--- src/rtl/pd_sequencer.sv ---
// Receive-path sequencer for the packet decoder: counts bytes, cross-checks the
// PD byte timer, hands chunk 1 and the full header to SHA, and latches errors.
//
// state    | meaning
// ST_IDLE  | waiting for first byte of a packet
// ST_RECV1 | receiving bytes 2..64, waiting for timer to confirm 64
// ST_RECV2 | receiving bytes 65..80, chunk 1 may still be pending
// ST_HOLD  | full header valid, waiting for header_ack
// ST_ERROR | sticky error, timer held clear until err_clear
module pd_sequencer #(
   parameter int TIMEOUT = 1000,
   parameter int TO_W    = 10
) (
   input  logic       clk,
   input  logic       rst,
   input  logic       byte_valid,
   input  logic       rx_error,
   input  logic       packet_done,
   input  logic       chunk1_ack,
   input  logic       header_ack,
   input  logic       err_clear,
   output logic       cnt_up,
   output logic       clr_cnt,
   output logic       shift_en,
   output logic       chunk1_ready,
   output logic       header_ready,
   output logic       pkt_error,
   output logic [1:0] err_code
);

   typedef enum logic [2:0] {
      ST_IDLE  = 3'd0,
      ST_RECV1 = 3'd1,
      ST_RECV2 = 3'd2,
      ST_HOLD  = 3'd3,
      ST_ERROR = 3'd4
   } state_t;

   localparam logic [1:0]      ERR_NONE  = 2'b00;
   localparam logic [1:0]      ERR_RX    = 2'b01;
   localparam logic [1:0]      ERR_TO    = 2'b10;
   localparam logic [1:0]      ERR_PROTO = 2'b11;
   localparam logic [TO_W-1:0] TO_LIMIT  = TO_W'(TIMEOUT);

   state_t          state_q, state_d;
   logic [6:0]      byte_idx_q, byte_idx_d;
   logic [TO_W-1:0] wd_q, wd_d;
   logic            chunk1_q, chunk1_d;
   logic            header_q, header_d;
   logic            clr_q, clr_d;
   logic            pkt_err_q, pkt_err_d;
   logic [1:0]      err_code_q, err_code_d;

   logic            in_recv;
   logic            accept;
   logic            timeout;
   logic [TO_W-1:0] wd_inc;
   logic            err_set;
   logic [1:0]      err_sel;

   always_comb begin
      in_recv = (state_q == ST_RECV1) || (state_q == ST_RECV2);
      accept  = !rst && byte_valid && !rx_error && ((state_q == ST_IDLE) || in_recv);
      wd_inc  = wd_q + TO_W'(1);
      timeout = in_recv && !accept && (wd_inc == TO_LIMIT);
   end

   always_comb begin
      state_d    = state_q;
      byte_idx_d = byte_idx_q;
      wd_d       = '0;
      chunk1_d   = chunk1_q;
      header_d   = 1'b0;
      clr_d      = 1'b0;
      pkt_err_d  = pkt_err_q;
      err_code_d = err_code_q;
      err_set    = 1'b0;
      err_sel    = ERR_NONE;

      if (accept) byte_idx_d = byte_idx_q + 7'd1;
      if (in_recv) wd_d = accept ? '0 : wd_inc;

      case (state_q)
         ST_IDLE: begin
            if (rx_error) begin
               err_set = 1'b1;
               err_sel = ERR_RX;
            end else if (accept) begin
               state_d = ST_RECV1;
            end
         end
         ST_RECV1: begin
            if (rx_error) begin
               err_set = 1'b1;
               err_sel = ERR_RX;
            end else if (timeout) begin
               err_set = 1'b1;
               err_sel = ERR_TO;
            end else if (packet_done) begin
               if (byte_idx_q == 7'd64) begin
                  chunk1_d = 1'b1;
                  state_d  = ST_RECV2;
               end else begin
                  err_set = 1'b1;
                  err_sel = ERR_PROTO;
               end
            end
         end
         ST_RECV2: begin
            if (rx_error) begin
               err_set = 1'b1;
               err_sel = ERR_RX;
            end else if (timeout) begin
               err_set = 1'b1;
               err_sel = ERR_TO;
            end else begin
               if (chunk1_ack) chunk1_d = 1'b0;
               if (accept && (byte_idx_q == 7'd79)) state_d = ST_HOLD;
            end
         end
         ST_HOLD: begin
            // a byte arriving here is an overrun even if the header is acked
            if (byte_valid) begin
               err_set = 1'b1;
               err_sel = ERR_PROTO;
            end else if (header_ack) begin
               state_d    = ST_IDLE;
               byte_idx_d = '0;
               clr_d      = 1'b1;
            end
         end
         ST_ERROR: begin
            if (err_clear) begin
               state_d    = ST_IDLE;
               byte_idx_d = '0;
               pkt_err_d  = 1'b0;
               err_code_d = ERR_NONE;
            end
         end
         default: begin
            state_d    = ST_IDLE;
            byte_idx_d = '0;
         end
      endcase

      if (err_set) begin
         state_d    = ST_ERROR;
         pkt_err_d  = 1'b1;
         err_code_d = err_sel;
      end

      if (state_d == ST_HOLD) header_d = 1'b1;
      if ((state_d == ST_HOLD) || (state_d == ST_ERROR)) chunk1_d = 1'b0;
      if (state_d == ST_ERROR) clr_d = 1'b1;
   end

   always_ff @(posedge clk) begin
      if (rst) begin
         state_q    <= ST_IDLE;
         byte_idx_q <= '0;
         wd_q       <= '0;
         chunk1_q   <= 1'b0;
         header_q   <= 1'b0;
         clr_q      <= 1'b0;
         pkt_err_q  <= 1'b0;
         err_code_q <= ERR_NONE;
      end else begin
         state_q    <= state_d;
         byte_idx_q <= byte_idx_d;
         wd_q       <= wd_d;
         chunk1_q   <= chunk1_d;
         header_q   <= header_d;
         clr_q      <= clr_d;
         pkt_err_q  <= pkt_err_d;
         err_code_q <= err_code_d;
      end
   end

   assign cnt_up       = accept;
   assign shift_en     = accept;
   assign clr_cnt      = clr_q;
   assign chunk1_ready = chunk1_q;
   assign header_ready = header_q;
   assign pkt_error    = pkt_err_q;
   assign err_code     = err_code_q;

endmodule

--- config.mk ---
export PLATFORM = sky130hd
export DESIGN_NAME = pd_sequencer
export DESIGN_NICKNAME = d
export VERILOG_FILES = /design/src/rtl/pd_sequencer.sv
export SDC_FILE = /design/constraint.sdc
export NUM_CORES = 1
export LEC_CHECK = 0
export ABC_CLOCK_PERIOD_IN_PS = 2350
export CORE_MARGIN = 2
export CORE_UTILIZATION = 49
export DETAILED_ROUTE_END_ITERATION = 6
export GPL_ROUTABILITY_DRIVEN = 0
export PLACE_DENSITY = 0.8
export RECOVER_POWER = 25
export SKIP_CTS_REPAIR_TIMING = 1
export SLEW_MARGIN = 20
export SYNTH_ARGS = -nofsm -noshare
export SYNTH_HDL_FRONTEND = slang
export SYNTH_SLANG_ARGS = --single-unit
--- constraint.sdc ---
create_clock -name clk -period 2.35 [get_ports clk]
set_clock_uncertainty 0.15 [all_clocks]
set_input_delay 0.3525 -clock clk [delete_from_list [all_inputs] [get_ports clk]]
set_output_delay 0.3525 -clock clk [all_outputs]
set_load 0.005 [all_outputs]
==> results.md <==
- DRT iter0 DRCs: 80
- Fmax: ~430 MHz
- Diode count: 0
- Routed Antenna Nets: 0
- CTS tree: yes
- Ports: 16
- HP Class: flop to flop
- Pin count of the biggest net entering global routing: 16
- Total Routed Length: ~3.5 mm
- Avg WL per Cell: roughly 15 um
- Crit path capture type: output pin
- Total negative slack: 0 ns
- Die ar.: around 3300 um^2
- Power per Cell Area: approximately 440 nW/um^2
- Flop2flop setup slack: 0.08 ns
- Total GRT Usage: a little over a fifth
- Yosys top cell area share: between 30% and 40%
- Hold path start: wd_q[0]$_SDFF_PP0_
- Mapped Area: 1400 um^2
- First-pass GRT wire length: 5.38 mm
- Clk Latency, worst-skew pair: ~0.32 ns
- Post-layout util: a little over 70%
- Final min period: 2.30 ns
- Synthesis-to-layout area growth: 37.3%
- Fin crit share: between 90% and 100%
- Final setup vio count: 0
- Worst Hold Path EP: wd_q[0]$_SDFF_PP0_
- WP data required: approximately 1.9 ns
- Dpl ws: -0.228 ns
- Status: completed
- CTS Root Cell: clkbuf_4
- Pre-antenna DRT Iters: 5
- Initial antenna violation count: 0
- Final WS setup: roughly 0.05 ns
- Mapped Avg Cell Area: approximately 8.5 um^2
- Drt via density: ~5.7
- R2r endpoint: err_code[1]$_SDFFE_PP0P_
- Top cell type by total area after synthesis: dfxtp_1
- Synth unique cells: 48
- CTS H-tree depth: 1
- Slew Limit Fails: 0
- Clock Sink Count: 26
- Clock tree buffer depth: 2
- WS Path Type: input port to output pin
- Die Width: between 50 and 60 um
- Synthesis Warnings: 0
- Peak VDD IR: between 500 and 600 uV
- Lkg Pwr: 0.755 nW
- Ys async rst share: 0%
- Main area contributors after synthesis: dfxtp_1 37%, nor2_1 7.0%, xnor2_1 5.0%, xor2_1 3.8%, a21oi_1 3.2%
- Final net count: 217
- Number of global-route vias before repair: approximately 1300
- Crit path max fanout: 4
- Post-synth EDFFs: 0
- Share of cells above drive strength 1: 25.9%
- Grt ovf: 0
- Final Hold Fails: 0
- Primary FF master, synth: dfxtp_1
- Slew @ Worst Pin: roughly 0.56 ns
- Via total after detailed routing: ~1300
- Post-Syn Nets: approximately 180
- Slew HR: between 60% and 70%
- Synth cell count leaders: 26 x dfxtp_1, 26 x nor2_1, 9 x a21oi_1, 9 x nand2_1, 8 x xnor2_1
- Placement row count: 19
- Initial Util: about half
- Sequential area share after synthesis: between 30% and 40%
- #FFs+latches synth: 26
- Number of max-cap violations: 0
- Post-Syn Instances: ~160
- DPL Wire Length: between 2 and 2.5 mm
- TritonCTS buffer count: 3
- Hold Path Depth: 1
- CP Launch Type: input port
- Reg2reg path depth: 8
- Pwr Total: around 0.85 mW
- WP data arrival: about 1.8 ns
- Crit Reg-Reg Startpoint: wd_q[0]$_SDFF_PP0_
- Core Box Area: 2730 um^2
- Die Y: about 57 um
- Clk slew on worst S/H paths: approximately 0.14 ns
- Port Buffers: 15
- DR DRC count: 0
## state kept, by name, summed over array words and instances (netlist names)
| name | count |
|---|---|
| byte_idx_q | 7 |
| pkt_error | 1 |
| header_ready | 1 |
| chunk1_ready | 1 |
| wd_q | 10 |
| err_code | 2 |
| state_q | 3 |
| clr_cnt | 1 |
## area by class of cell
cell class | instances | area, um^2
tap | 31 | 38.8
multi-input combinational | 124 | 898
timing repair buffer | 45 | 384
fill | 204 | 810
clock buffer | 3 | 22.5
sequential | 26 | 528
inverter | 6 | 22.5
clock inverter | 1 | 30.0
## per-layer routing
metal	track usage (%)	wire length (um)	share of wire [%]
met5	0	0	0
met3	4.99	109	3.1
met1	25.4	1540	44
met4	7.31	76	2.2
met2	36.0	1800	51
## report_power, final
group	internal [mW]	switching (mW)
combinational	0.0498	0.0425
clock	0.172	0.130
sequential	0.446	0.00880
## cells in the final DEF, fill, tap and decap left out, drive strengths merged, types with 2 or more instances in the layout
cell / count
nand4: 5
dlymetal6s2s: 2
nor4: 5
a21oi: 9
o22a: 2
nand2: 9
o21ai: 2
nor3: 5
nand3: 7
nand3b: 2
xnor2: 8
and4: 2
or4: 3
nor2b: 2
dfxtp: 26
xor2: 6
clkdlybuf4s50: 7
mux2i: 2
clkbuf: 3
a31oi: 2
a21boi: 2
buf: 30
ha: 3
nor2: 27
inv: 6
dlygate4sd3: 6
nor3b: 3
## worst max-delay path by stage
stage                                from                   endpoint  slack (ns)  depth (start not counted)
finish                                rst                     cnt_up        0.05                          4
global route        state_q[2]$_SDFF_PP0_                   shift_en      -0.008                          3
CTS                            byte_valid                   shift_en       -0.18                          4
detailed placement             byte_valid  chunk1_ready$_SDFFE_PP0P_       -0.23                          7
global placement               byte_valid  chunk1_ready$_SDFFE_PP0P_       -0.14                          7
floorplan              wd_q[0]$_SDFF_PP0_   err_code[1]$_SDFFE_PP0P_        0.02                          6
## cell families (layout without fill, tap and decap cells)
family                   count (synthesis)  after routing  share of synthesized area [%]
XOR/XNOR                                14             14                           8.75
buffers and inverters                   14             55                           4.11
flip-flops                              26             26                           37.1
adder cells (fa/ha/maj)                  3              3                           2.68
multiplexers                             3              3                           2.50
AO/OA/AOI/OAI                           27             27                           13.8
AND/OR/NAND/NOR                         77             77                           31.1
## stage by stage
stage	area, um^2	cells	hold WS, ns
floorplan	1400	164	0.321
finish	1920	236	0.304
CTS	1780	229	0.320
detailed placement	1730	225	0.297
global placement	1730	225	0.279
global route	1920	236	0.317
## worst max-delay path, cell delays in order
cell,delay (ns)
clkdlybuf4s50_1,0.46
nor3b_4,0.24
and3_4,0.25
clkdlybuf4s50_1,0.50
(Power assumes the default switching activity.)
